<file path="config.mk">
export PLATFORM = sky130hd
export DESIGN_NAME = adder_pipe_stage_flat
export DESIGN_NICKNAME = d
export VERILOG_FILES = /design/src/rtl/adder_pipe_stage_pkg.sv /design/src/rtl/adder_pipe_stage_if.sv /design/src/rtl/adder_pipe_stage_pipe_reg_slice.sv /design/src/rtl/adder_pipe_stage.sv /design/src/flat_wrapper.sv
export SDC_FILE = /design/constraint.sdc
export NUM_CORES = 1
export LEC_CHECK = 0
export CAP_MARGIN = 20
export CORE_MARGIN = 2
export CORE_UTILIZATION = 47
export CTS_CLUSTER_SIZE = 16
export DETAILED_ROUTE_END_ITERATION = 12
export GPL_TIMING_DRIVEN = 0
export MAX_ROUTING_LAYER = met4
export PLACE_DENSITY = 0.94
export SLEW_MARGIN = 15
export SYNTH_ARGS = -nofsm -noshare
export SYNTH_HDL_FRONTEND = slang
export SYNTH_HIERARCHICAL = 1
export SYNTH_SLANG_ARGS = --single-unit
</file>
<file path="constraint.sdc">
create_clock -name clk -period 3.7 [get_ports clk]
set_clock_uncertainty 0.05 [all_clocks]
set_input_delay 0.555 -clock clk [delete_from_list [all_inputs] [get_ports clk]]
set_output_delay 0.555 -clock clk [all_outputs]
set_load 0.005 [all_outputs]
</file>
<file path="src/rtl/adder_pipe_stage_pkg.sv">
// Shared widths and result type for the registered adder feed/capture stage.
package adder_pipe_stage_pkg;

   localparam int W     = 32;
   localparam int CNT_W = 16;

   typedef struct packed {
      logic         carry;
      logic [W-1:0] sum;
   } result_t;

   function automatic result_t make_result(input logic carry, input logic [W-1:0] sum);
      result_t r;
      r.carry = carry;
      r.sum   = sum;
      return r;
   endfunction

endpackage

</file>
<file path="src/rtl/adder_pipe_stage_if.sv">
// Operand/result handshakes plus the side-channel to the external ripple adder.
interface adder_pipe_stage_if
   import adder_pipe_stage_pkg::*;
#(
   parameter int W     = adder_pipe_stage_pkg::W,
   parameter int CNT_W = adder_pipe_stage_pkg::CNT_W
);

   logic             in_valid;
   logic             in_ready;
   logic [W-1:0]     in_a;
   logic [W-1:0]     in_b;
   logic [W-1:0]     add_in1;
   logic [W-1:0]     add_in2;
   logic [W-1:0]     add_sum;
   logic             add_carry;
   logic             out_valid;
   logic             out_ready;
   logic [W-1:0]     out_sum;
   logic             out_carry;
   logic [CNT_W-1:0] op_count;

   modport slave (
      input  in_valid, in_a, in_b, add_sum, add_carry, out_ready,
      output in_ready, add_in1, add_in2, out_valid, out_sum, out_carry, op_count
   );

   modport master (
      output in_valid, in_a, in_b, add_sum, add_carry, out_ready,
      input  in_ready, add_in1, add_in2, out_valid, out_sum, out_carry, op_count
   );

endinterface

</file>
<file path="src/rtl/adder_pipe_stage_pipe_reg_slice.sv">
// Generic single-entry valid/ready register slice; accepts while empty or draining.
module pipe_reg_slice #(
   parameter int DW = 8
) (
   input  logic          clk,
   input  logic          rst,
   input  logic          in_valid,
   output logic          in_ready,
   input  logic [DW-1:0] in_data,
   output logic          out_valid,
   input  logic          out_ready,
   output logic [DW-1:0] out_data
);

   logic          valid_q, valid_d;
   logic [DW-1:0] data_q, data_d;
   logic          load;

   assign in_ready  = !valid_q || out_ready;
   assign load      = in_valid && in_ready;
   assign out_valid = valid_q;
   assign out_data  = data_q;

   // Data holds when nothing loads so the consumer sees no needless toggling.
   always_comb begin
      valid_d = valid_q;
      data_d  = data_q;
      if (load) begin
         valid_d = 1'b1;
         data_d  = in_data;
      end else if (out_ready) begin
         valid_d = 1'b0;
      end
   end

   always_ff @(posedge clk) begin
      if (rst) begin
         valid_q <= 1'b0;
         data_q  <= '0;
      end else begin
         valid_q <= valid_d;
         data_q  <= data_d;
      end
   end

endmodule

</file>
<file path="src/rtl/adder_pipe_stage.sv">
// Feed/capture register pair around an external combinational ripple adder,
// with a saturating count of results delivered downstream.
module adder_pipe_stage
   import adder_pipe_stage_pkg::*;
#(
   parameter int W     = adder_pipe_stage_pkg::W,
   parameter int CNT_W = adder_pipe_stage_pkg::CNT_W
) (
   input  logic              clk,
   input  logic              rst,
   adder_pipe_stage_if.slave bus
);

   logic             op_valid;
   logic             s1_ready;
   logic             s2_ready;
   logic [2*W-1:0]   op_data;
   logic             res_valid;
   logic [W:0]       res_data;
   logic [CNT_W-1:0] cnt_q, cnt_d;

   function automatic logic [CNT_W-1:0] sat_inc(input logic [CNT_W-1:0] v);
      return (v == {CNT_W{1'b1}}) ? v : v + CNT_W'(1);
   endfunction

   // Stage 1: operand register, drives the adder for a full cycle
   pipe_reg_slice #(.DW(2*W)) u_stage1 (
      .clk       (clk),
      .rst       (rst),
      .in_valid  (bus.in_valid),
      .in_ready  (s1_ready),
      .in_data   ({bus.in_a, bus.in_b}),
      .out_valid (op_valid),
      .out_ready (s2_ready),
      .out_data  (op_data)
   );

   assign bus.in_ready = s1_ready;
   assign bus.add_in1  = op_data[2*W-1:W];
   assign bus.add_in2  = op_data[W-1:0];

   // Stage 2: result register capturing {carry, sum}
   pipe_reg_slice #(.DW(W+1)) u_stage2 (
      .clk       (clk),
      .rst       (rst),
      .in_valid  (op_valid),
      .in_ready  (s2_ready),
      .in_data   ({bus.add_carry, bus.add_sum}),
      .out_valid (res_valid),
      .out_ready (bus.out_ready),
      .out_data  (res_data)
   );

   assign bus.out_valid = res_valid;
   assign bus.out_sum   = res_data[W-1:0];
   assign bus.out_carry = res_data[W];

   always_comb begin
      cnt_d = cnt_q;
      if (res_valid && bus.out_ready) cnt_d = sat_inc(cnt_q);
   end

   always_ff @(posedge clk) begin
      if (rst) cnt_q <= '0;
      else     cnt_q <= cnt_d;
   end

   assign bus.op_count = cnt_q;

endmodule

</file>
<file path="src/flat_wrapper.sv">
// flat-port wrapper written by rule: the top's interface ports become plain ports
module adder_pipe_stage_flat import adder_pipe_stage_pkg::*;
#(
   parameter int W     = adder_pipe_stage_pkg::W,
   parameter int CNT_W = adder_pipe_stage_pkg::CNT_W
)
  (clk, rst, bus_in_valid, bus_in_a, bus_in_b, bus_add_sum, bus_add_carry, bus_out_ready, bus_in_ready, bus_add_in1, bus_add_in2, bus_out_valid, bus_out_sum, bus_out_carry, bus_op_count);
  adder_pipe_stage_if #(.W(W), .CNT_W(CNT_W)) bus_i ();
  input  logic clk;
  input  logic rst;
  input wire logic [$bits(bus_i.in_valid)-1:0] bus_in_valid;
  input wire logic [$bits(bus_i.in_a)-1:0] bus_in_a;
  input wire logic [$bits(bus_i.in_b)-1:0] bus_in_b;
  input wire logic [$bits(bus_i.add_sum)-1:0] bus_add_sum;
  input wire logic [$bits(bus_i.add_carry)-1:0] bus_add_carry;
  input wire logic [$bits(bus_i.out_ready)-1:0] bus_out_ready;
  output wire logic [$bits(bus_i.in_ready)-1:0] bus_in_ready;
  output wire logic [$bits(bus_i.add_in1)-1:0] bus_add_in1;
  output wire logic [$bits(bus_i.add_in2)-1:0] bus_add_in2;
  output wire logic [$bits(bus_i.out_valid)-1:0] bus_out_valid;
  output wire logic [$bits(bus_i.out_sum)-1:0] bus_out_sum;
  output wire logic [$bits(bus_i.out_carry)-1:0] bus_out_carry;
  output wire logic [$bits(bus_i.op_count)-1:0] bus_op_count;
  assign bus_i.in_valid = bus_in_valid;
  assign bus_i.in_a = bus_in_a;
  assign bus_i.in_b = bus_in_b;
  assign bus_i.add_sum = bus_add_sum;
  assign bus_i.add_carry = bus_add_carry;
  assign bus_i.out_ready = bus_out_ready;
  assign bus_in_ready = bus_i.in_ready;
  assign bus_add_in1 = bus_i.add_in1;
  assign bus_add_in2 = bus_i.add_in2;
  assign bus_out_valid = bus_i.out_valid;
  assign bus_out_sum = bus_i.out_sum;
  assign bus_out_carry = bus_i.out_carry;
  assign bus_op_count = bus_i.op_count;
  adder_pipe_stage #(.W(W), .CNT_W(CNT_W)) u_core (.clk(clk), .rst(rst), .bus(bus_i));
endmodule
</file>
---- Word-level counts from Yosys, hierarchy flattened ----
Index checks and enable logic that the tools add are counted.
Widths: inputs -> output; s select.
operators by class
  $add $sub $neg .......................... 1
  multiply operators ...................... 0
  divide/modulo/power cells ............... 0
  $lt $le $gt $ge ......................... 0
  equal/unequal tests ..................... 1
  shift operators ......................... 0
  multiplexer cells ....................... 4
  bitwise operators ....................... 1
  reductions and logical operators ........ 10
operators by type and width
  kind                   number
  $add 16x1->16 const B  1
  $eq 16x16->1 const B   1
  $mux 1                 4
  $reduce_bool 2->1      2
  $logic_and 1x1->1      3
  $logic_not 1->1        2
  $logic_or 1x1->1       2
  $reduce_and 2->1       1
  $not 1->1              1
word-level totals
  flip-flop bits (word level) ............. 115
  bits in latches ......................... 0
  RAM bits ................................ 0
  bits in read-only memories .............. 0
  input bits .............................. 101
  output and inout bits ................... 115
  word-level logic and storage cells ...... 22
  memories kept ........................... 0

---- Logic depth before layout (Yosys ltp) ----
Gate-level depths: netlist of run 1.
  word-level depth ........................ 5
  depth in mapped cells ................... 8
  mapped depth without buffers ............ 5

---- Modules after synthesis ----
The synthesis of run 1 kept the hierarchy.
modules (own cells, without submodules)
  module                             times used  cells each  area an instance (µm²)  sequential area each (µm²)
  pipe_reg_slice at u_core.u_stage1  1           295         2800.2                  1301.2
  pipe_reg_slice at u_core.u_stage2  1           155         1624.1                  680.7
  adder_pipe_stage                   1           96          827.0                   320.3

---- Worst setup path after synthesis of run 1 ----
OpenSTA, ideal clock, no wires.
  path kind ............................... input-to-output
  start ................................... input bus_out_ready
  end ..................................... output bus_in_ready
  data arrival time ....................... 1.395 ns
  required time ........................... 3.095 ns
  setup slack ............................. 1.700 ns
  stages .................................. 6
  path buffers ............................ 4
  cells stage by stage .................... nand2b_4 -> buf_6 -> buf_2 -> nand2b_4 -> buf_6 -> buf_2
on the way
  cells in the longest elaborated chain, start to end .. 2
ends and longest elaborated chain
  what                 RTL line                               RTL
  from (decl)          flat_wrapper.sv:16                     input wire logic [$bits(bus_i.out_ready)-1:0] bus_out_ready;
  $logic_or 1x1->1     adder_pipe_stage_pipe_reg_slice.sv:19  assign in_ready = !valid_q || out_ready;
  net u_core.s2_ready  adder_pipe_stage.sv:16                 logic s2_ready;
  $logic_or 1x1->1     adder_pipe_stage_pipe_reg_slice.sv:19
  to (decl)            flat_wrapper.sv:17                     output wire logic [$bits(bus_i.in_ready)-1:0] bus_in_ready;
The timed path passes the listed nets, and every way through them passes these cells.

---- Final worst setup path of run 1 ----
Ends and elaborated chain as after synthesis.

==> results of run 1 <==
==> area by class of cell <==
class	count	area share (%)
tap	140	2.15
sequential	115	28.3
clock buffer	28	6.45
clock inverter	3	0.798
timing repair buffer	213	26.2
buffer	58	4.28
multi-input combinational	369	31.7
inverter	4	0.184
==> critical path, delay by kind of cell <==
kind,cells,cell delay [ns]
simple gates,2,0.32
buf+inv,6,1.77
==> metrics by stage <==
stage | cells | hold WS (ns) | util, %
after floorplan | 546 | 0.440 | -
after global placement | 899 | 0.442 | 69.4
after detailed placement | 899 | 0.475 | 69.4
after CTS | 930 | 0.185 | 74.8
after global routing | 930 | 0.195 | 74.8
final | 930 | 0.219 | 74.8
==> power by group <==
| part | switching [uW] | internal, uW |
|---|---|---|
| logic | 180 | 280 |
| clock network | 528 | 1080 |
| registers | 33.9 | 1300 |
| total | 742 | 2660 |
==> registers in the layout, indices dropped and copies added (netlist names) <==
register	cells
u_core/u_stage1/out_valid	1
u_core/u_stage2/out_data	33
u_core/u_stage2/out_valid	1
u_core/u_stage1/out_data	64
u_core/bus.op_count	16
==> kinds of logic (layout without fill, tap and decap cells) <==
family                   count (synthesis)  after routing  share of synthesized area (%)
AO/OA/AOI/OAI                          217            217                           33.0
AND/OR/NAND/NOR                        145            145                           14.8
flip-flops                             115            115                           43.8
multiplexers                             5              5                           1.02
XOR/XNOR                                 1              1                          0.167
adder cells (fa/ha/maj)                  1              1                          0.238
buffers and inverters                   62            306                           6.93
==> layer usage <==
metal,share of wire [%],wire length (um),up-vias
met4,2.2,361,0
met3,9.4,1560,36
li1,-,-,2444
met2,50,8220,271
met5,0,0,-
met1,39,6420,2464
==> Yosys cell counts, drive strengths merged <==
cell      n
dfxtp   115
a21oi   109
nand3    99
a21bo    97
buf      46
clkbuf   12
nand2     7
nor2      7
nand4     6
o31ai     6
or3       6
or4       6
inv       4
o21ai     4
mux2      3
nor2b     3
nor4      3
and2      2
mux2i     2
nand2b    2
and4      1
ha        1
nor3      1
nor3b     1
o41ai     1
or2       1
xor2      1
==> how the worst max path moves through the flow <==
stage / depth (start not counted) / slack, ns / endpoint / startpoint
floorplan: 6 / 1.70 / bus_in_ready / bus_out_ready
global placement: 8 / 0.49 / bus_in_ready / bus_out_ready
detailed placement: 8 / 0.46 / bus_in_ready / bus_out_ready
CTS: 8 / 0.44 / bus_in_ready / bus_out_ready
global route: 8 / 0.35 / bus_in_ready / bus_out_ready
finish: 8 / 0.44 / bus_in_ready / bus_out_ready
==> flow_summary.yaml, run 1 <==
timing:
  maxSlewHeadroom_pct: 50.2
  period_needed_ns: 3.26
  finalWorstSetupSlack_ns: 0.439
  setup_viol: 0
  clock.fmax_mhz: 307
  hold_violations: 0
  rsz0062_at_grt: "false"
  worst_slew_pin_slew_ns: 0.747
  setup_tns_ns: 0
  slew_viol_final: 0
  fin_crit_sh_pct: 88.1
cells_and_area:
  final_cell_mix: "clkdlybuf4s50_1 (213), dfxtp_1 (115), nand3_1 (99), a21oi_1 (76), a21bo_1 (67)"
  fillCellCount: 700
  stdcell_area_um2: 8150
  multiInputGateArea_um2: 2580
  ff_latch_area_um2: 2300
  final_layout_size_suffix_gt1_share_pct: 18.0
  antenna_cells: 0
  nets: 880
  syn_to_final_growth_pct: 55.2
  final_common_cell: "clkdlybuf4s50_1"
clocking:
  cts_buffer_depth: 2
  cts.repair.resized: 0
  cts_sinks: 115
  cts_tree: "done"
  cts.clk_slew.worst_paths_ns: 0.05
  clock_latency_ns: 0.51
  root_buffer: "clkbuf_8"
  cts_hold_buf: 0
  post_cts_buffers: 0
  h-tree-depth: 4
  cts_buffers: 17
grt:
  grtUsageMet2_pct: 47.3
  grt_use_total_pct: 27.7
  grt_max_degree: 17
  grt_pass1_wl_mm: 25.1
  grt-ovfl-total: 0
  antenna_found_initial: 0
  top_usage_layer: "met2"
  use_met1_pct: 29.4
  first_global_vias: 5277
  grt_use_met3_pct: 9.48
power:
  ir_drop_v: 0.000308
  power.density_nw_per_um2: 417
  power_leakage_uw: 0.00300
  power_uw: 3400
critical_path:
  critical_path.max_fanout: 10
  crit_slowest_cell: "clkdlybuf4s50_1"
  reg2reg_slack_ns: 1.55
  rr_worst_depth: 5
  timing.rr.start: "u_core/bus.op_count[0]$_SDFFE_PP0P_"
  r2r-end: "u_core/bus.op_count[14]$_SDFFE_PP0P_"
  cp_cell_sequence: "clkdlybuf4s50_1 -> nand2b_4 -> buf_6 -> buf_2 -> nand2b_4 -> buf_6 -> buf_2 -> clkdlybuf4s50_1"
  cp-end-kind: "output pin"
  crit_type: "in -> out"
  cpPeakStageDelay_ns: 0.54
  cp.required_ns: 3.09
  critPathLaunchType: "input pin"
  critPathArrivalTime_ns: 2.66
synthesis:
  synth_area_um2: 5250
  yosys.area.top_type: "dfxtp_1"
  synthDistinctLibCells: 35
  seq_area_frac_synth_pct: 43.8
  netlist.area_leader.share_pct: 43.8
  synthTopCellsByArea: "dfxtp_1 (44%), a21bo_1 (13%), nand3_1 (9.4%), a21oi_1 (7.2%), a21bo_2 (5.7%)"
  syn_inst: 546
  syn_avg_cell_area_um2: 9.62
  ys_seq_elements: 115
  synth_warnings: 6
  syn_nets: 648
hold_path:
  hp-start: "rst"
  whs_path_depth: 2
  min_to: "u_core/u_stage2/out_data[29]$_SDFFE_PP0P_"
  hp-class: "in -> reg"
run:
  drv_cap: 0
placed_design:
  gp_congestion: 0.892
  port_buffers: 213
  post-place-ws_ns: 0.463
  hpwlAfterDp_mm: 12.0
  place_area_um2: 7560
route:
  wirelength_mm: 16.6
  dr.pass1.iters: 6
  drt_iter0_drc: 396
  ant_nets: 0
  vias: 5215
  route.detailed.drc: 0
  vias_per_cell: 5.61
  wl_per_cell_um: 17.8
floorplanning:
  die-height_um: 110
  die_w_um: 110
  start_util_pct: 48.2
  fp-row-count: 38
  dieArea_um2: 12000
  pin_count: 216
  core_area_um2: 10900
outcome:
  status: "finished clean"
Power figures use the tool's default switching activity.
==> run 2: changes to the inputs <==
Settings changed: MAX_ROUTING_LAYER met4 to unset.
==> run 2 against run 1 <==
Against the previous run:
- wire length up 0.22%
- critical path depth is the same
- critical endpoint unchanged
- sequential cell count is the same
- non-clock buffer count stayed put
- utilization stayed put
- count of clock-buffer cells in the layout unchanged
- final cell count did not move
==> flow_summary.yaml, run 2 (same netlist as run 1, synthesis figures left out) <==
outcome:
  status: "finished clean"
power:
  pwr-share-comb_pct: 13.5
  switchingPower_uw: 738
  power.density_nw_per_um2: 417
  switching_share_pct: 21.7
  power_leakage_uw: 0.00300
  share_seq_of_total_power_pct: 39.2
  ir_drop_v: 0.000307
  p_clk_share_pct: 47.2
  intPower_uw: 2660
timing:
  hold_violations: 0
  maxSlewHeadroom_pct: 50.5
  fin_crit_sh_pct: 88.2
  setup_viol: 0
  period_needed_ns: 3.26
  setup_tns_ns: 0
  rsz0062_at_grt: "false"
  slew_viol_final: 0
  worst_slew_pin_slew_ns: 0.743
  clock.fmax_mhz: 307
route:
  dr.pass1.iters: 5
  wl_per_cell_um: 17.9
  vias: 5192
  wirelength_mm: 16.6
  drt_iter0_drc: 356
  vias_per_cell: 5.58
  route.detailed.drc: 0
  ant_nets: 0
clocking:
  root_buffer: "clkbuf_8"
  post_cts_buffers: 0
  cts.repair.resized: 0
  cts.clk_slew.worst_paths_ns: 0.05
  cts_sinks: 115
  cts_tree: "done"
  clock_latency_ns: 0.51
  h-tree-depth: 4
  cts_hold_buf: 0
  cts_buffers: 17
  cts_buffer_depth: 2
cells_and_area:
  final_common_cell: "clkdlybuf4s50_1"
  fillCellCount: 700
  fin_cells: 930
  syn_to_final_growth_pct: 55.2
  largest_register_ffs: 64
  antenna_cells: 0
  nets: 880
  final_cell_mix: "clkdlybuf4s50_1 (213), dfxtp_1 (115), nand3_1 (99), a21oi_1 (76), a21bo_1 (67)"
  final_layout_size_suffix_gt1_share_pct: 18.0
hold_path:
  hp-class: "in -> reg"
grt:
  grtUsageMet2_pct: 47.1
  antenna_found_initial: 0
  grt_use_met3_pct: 10.8
  grt_use_total_pct: 26.9
  top_usage_layer: "met2"
  grt_max_degree: 17
  grt_pass1_wl_mm: 25.1
  first_global_vias: 5265
  grt-ovfl-total: 0
  use_met1_pct: 28.3
critical_path:
  crit_type: "in -> out"
  cp-end-kind: "output pin"
  critPathLaunchType: "input pin"
  critPathArrivalTime_ns: 2.66
  cp.required_ns: 3.09
  critical_path.max_fanout: 10
floorplanning:
  fp-row-count: 38
  start_util_pct: 48.2
  die-height_um: 110
  core_area_um2: 10900
  die_w_um: 110
  pin_count: 216
  dieArea_um2: 12000
placed_design:
  hpwlAfterDp_mm: 12.0
  gp_congestion: 0.878
  port_buffers: 213
  dp.cells: 899
run:
  drv_cap: 0
run 2: through the flow:
step / power, uW / cell area (um^2) / setup slack [ns] / hold slack (ns) / utilization (%)
finish: 3400 / 8150 / 0.438 / 0.220 / 74.8
global route: 3520 / 8150 / 0.353 / 0.196 / 74.8
CTS: 3430 / 8150 / 0.439 / 0.185 / 74.8
detailed placement: 1810 / 7560 / 0.463 / 0.475 / 69.4
global placement: 1800 / 7560 / 0.485 / 0.442 / 69.4
floorplan: 1540 / 5250 / 1.70 / 0.440 / -
run 2: path summary, 6_finish.rpt:
check	from	end	slack (ns)	cells past startpoint
setup / recovery	bus_out_ready	bus_in_ready	0.44	8
hold / removal	rst	u_core/u_stage2/out_data[29]$_SDFFE_PP0P_	0.22	2
setup reg to reg	u_core/bus.op_count[0]$_SDFFE_PP0P_	u_core/bus.op_count[14]$_SDFFE_PP0P_	1.55	5
hold reg to reg	u_core/bus.op_count[5]$_SDFFE_PP0P_	u_core/bus.op_count[5]$_SDFFE_PP0P_	0.48	2
run 2: cell type report:
| cell class | count | area [um^2] | share of cell area, % |
|---|---|---|---|
| clock buffers | 28 | 526 | 6.45 |
| inverters | 4 | 15.0 | 0.184 |
| well taps | 140 | 175 | 2.15 |
| plain buffers | 58 | 349 | 4.28 |
| multi-input cells | 369 | 2580 | 31.7 |
| repair buffers | 213 | 2130 | 26.2 |
| clock inverters | 3 | 65.1 | 0.798 |
| flip-flops and latches | 115 | 2300 | 28.3 |
run 2: routing by layer:
metal  share of wire (%)  wire length (um)  vias to the layer above
li1                    -                 -                     2444
met1                  38              6320                     2465
met2                  50              8260                      249
met3                 9.9              1640                       34
met4                 2.3               378                        0
met5                   0                 0                        -
run 2: power by group through the flow:
stage	Clock, uW	Combinational [uW]	Sequential (uW)
CTS	1630	460	1330
global placement	0	443	1350
finish	1600	460	1330
floorplan	0	183	1360
global route	1690	492	1340
detailed placement	0	454	1360
run 2: critical path, stage by stage:
cell	delay [ns]
clkdlybuf4s50_1	0.50
nand2b_4	0.13
buf_6	0.12
buf_2	0.22
nand2b_4	0.19
buf_6	0.16
buf_2	0.23
clkdlybuf4s50_1	0.54
==> run 3: changes to the inputs <==
Settings changed: CAP_MARGIN 20 to 0, RECOVER_POWER set to 100.
==> run 3 against run 2 <==
Against the previous run:
- fmax down 4.3%
- global-route usage unchanged
- sequential power hardly changed
- total power shrank 0.86%
- clock power barely moved
- final cell count unchanged
- critical path type unchanged
==> flow_summary.yaml, run 3 (same netlist as run 1, synthesis figures left out) <==
route:
  wl_per_cell_um: 17.9
  dr.pass1.iters: 6
  wirelength_mm: 16.6
  vias: 5217
  vias_per_cell: 5.61
  route.detailed.drc: 0
  ant_nets: 0
  drt_iter0_drc: 363
power:
  ir_drop_v: 0.000307
  power.density_nw_per_um2: 419
  power_leakage_uw: 0.00328
floorplanning:
  dieArea_um2: 12000
  die_w_um: 110
  core_area_um2: 10900
  fp-row-count: 38
  pin_count: 216
  start_util_pct: 48.2
  die-height_um: 110
critical_path:
  critPathLaunchType: "input pin"
  reg2reg_slack_ns: 1.19
  critPathArrivalTime_ns: 2.80
  rr_worst_depth: 5
  cp-end-kind: "output pin"
  crit_type: "in -> out"
  critical_path.max_fanout: 10
  cp.required_ns: 3.09
  cp_cell_sequence: "dlygate4sd3_1 -> nand2b_1 -> buf_6 -> buf_2 -> nand2b_1 -> buf_6 -> buf_2 -> clkdlybuf4s50_1"
  cpPeakStageDelay_ns: 0.56
  timing.rr.start: "u_core/bus.op_count[0]$_SDFFE_PP0P_"
  r2r-end: "u_core/bus.op_count[3]$_SDFFE_PP0P_"
  crit_slowest_cell: "dlygate4sd3_1"
placed_design:
  dp.cells: 899
  hpwlAfterDp_mm: 12.0
  post-place-ws_ns: 0.463
  port_buffers: 213
  gp_congestion: 0.878
clocking:
  root_buffer: "clkbuf_8"
  h-tree-depth: 4
  cts_sinks: 115
  cts_buffer_depth: 2
  cts_buffers: 17
  cts.clk_slew.worst_paths_ns: 0.05
  cts_tree: "done"
  cts.repair.resized: 0
  clock_latency_ns: 0.52
  post_cts_buffers: 0
  cts_hold_buf: 0
timing:
  slew_viol_final: 0
  clock.fmax_mhz: 294
  fin_crit_sh_pct: 92.1
  setup_tns_ns: 0
  setup_viol: 0
  worst_slew_pin_slew_ns: 1.29
  period_needed_ns: 3.41
  maxSlewHeadroom_pct: 12.6
  finalWorstSetupSlack_ns: 0.294
  hold_violations: 0
  finalHoldWorstSlack_ns: 0.207
  rsz0062_at_grt: "false"
grt:
  grt_pass1_wl_mm: 25.1
  grt-ovfl-total: 0
  first_global_vias: 5265
  antenna_found_initial: 0
  grt_use_total_pct: 26.9
  grt_max_degree: 17
cells_and_area:
  final_cell_mix: "dlygate4sd3_1 (115), dfxtp_1 (115), nand3_1 (99), clkdlybuf4s50_1 (98), a21oi_1 (90)"
  nets: 880
  final_layout_size_suffix_gt1_share_pct: 14.6
  syn_to_final_growth_pct: 53.2
  antenna_cells: 0
  fin_cells: 930
  largest_register_ffs: 64
hold_path:
  hp-class: "in -> reg"
  whs_path_depth: 2
  hp-start: "rst"
  min_to: "u_core/u_stage2/out_data[29]$_SDFFE_PP0P_"
outcome:
  status: "finished clean"
run:
  drv_cap: 0
==> run 3: cell types whose count changed in the layout (fill, tap and decap cells not counted), sizes merged <==
cell,before,now
buf,46,37
clkbuf,40,49
clkdlybuf4s50,213,98
dlygate4sd3,0,115
==> run 3: cell type report <==
type / count / area [um^2]
Clock inverter: 3 / 65.1
Fill cell: 734 / 2840
Tap cell: 140 / 175
Sequential cell: 115 / 2300
Timing Repair Buffer: 213 / 2130
Clock buffer: 28 / 526
Multi-Input combinational cell: 369 / 2500
Buffer: 58 / 330
Inverter: 4 / 15.0
==> run 3: how the worst max path moves through the flow <==
| stage | from | to | slack (ns) | cells past startpoint |
|---|---|---|---|---|
| 2_1_floorplan | bus_out_ready | bus_in_ready | 1.70 | 6 |
| 6_report | bus_out_ready | bus_in_ready | 0.29 | 8 |
| 4_1_cts | bus_out_ready | bus_in_ready | 0.44 | 8 |
| 5_1_grt | bus_out_ready | bus_in_ready | 0.18 | 8 |
| 3_3_place_gp | bus_out_ready | bus_in_ready | 0.49 | 8 |
| 3_5_place_dp | bus_out_ready | bus_in_ready | 0.46 | 8 |
==> run 3: metrics by stage <==
step	utilization, %	total power (uW)	instance area [um^2]
final	73.9	3370	8040
after global routing	73.9	3490	8040
after CTS	74.8	3430	8150
after detailed placement	69.4	1810	7560
after global placement	69.4	1800	7560
after floorplan	-	1540	5250
==> run 3: where the power goes <==
part / internal (uW) / switching [uW] / leakage, uW
Sequential: 1300 / 30.3 / 0.000943
Combinational: 255 / 177 / 0.00205
Clock: 1080 / 528 / 0.000292
==> run 3: per-layer routing <==
layer / global-route usage [%] / wire length, um / vias up
met5: 0 / 0 / -
met4: 12.2 / 389 / 0
met3: 10.8 / 1630 / 40
met2: 47.1 / 8280 / 251
met1: 28.3 / 6330 / 2485
li1: - / - / 2441
==> run 3: worst max-delay path, delay by kind of cell <==
kind | cells | cell delay (ns)
AND/OR/NAND/NOR | 2 | 0.37
buffers and inverters | 6 | 1.87
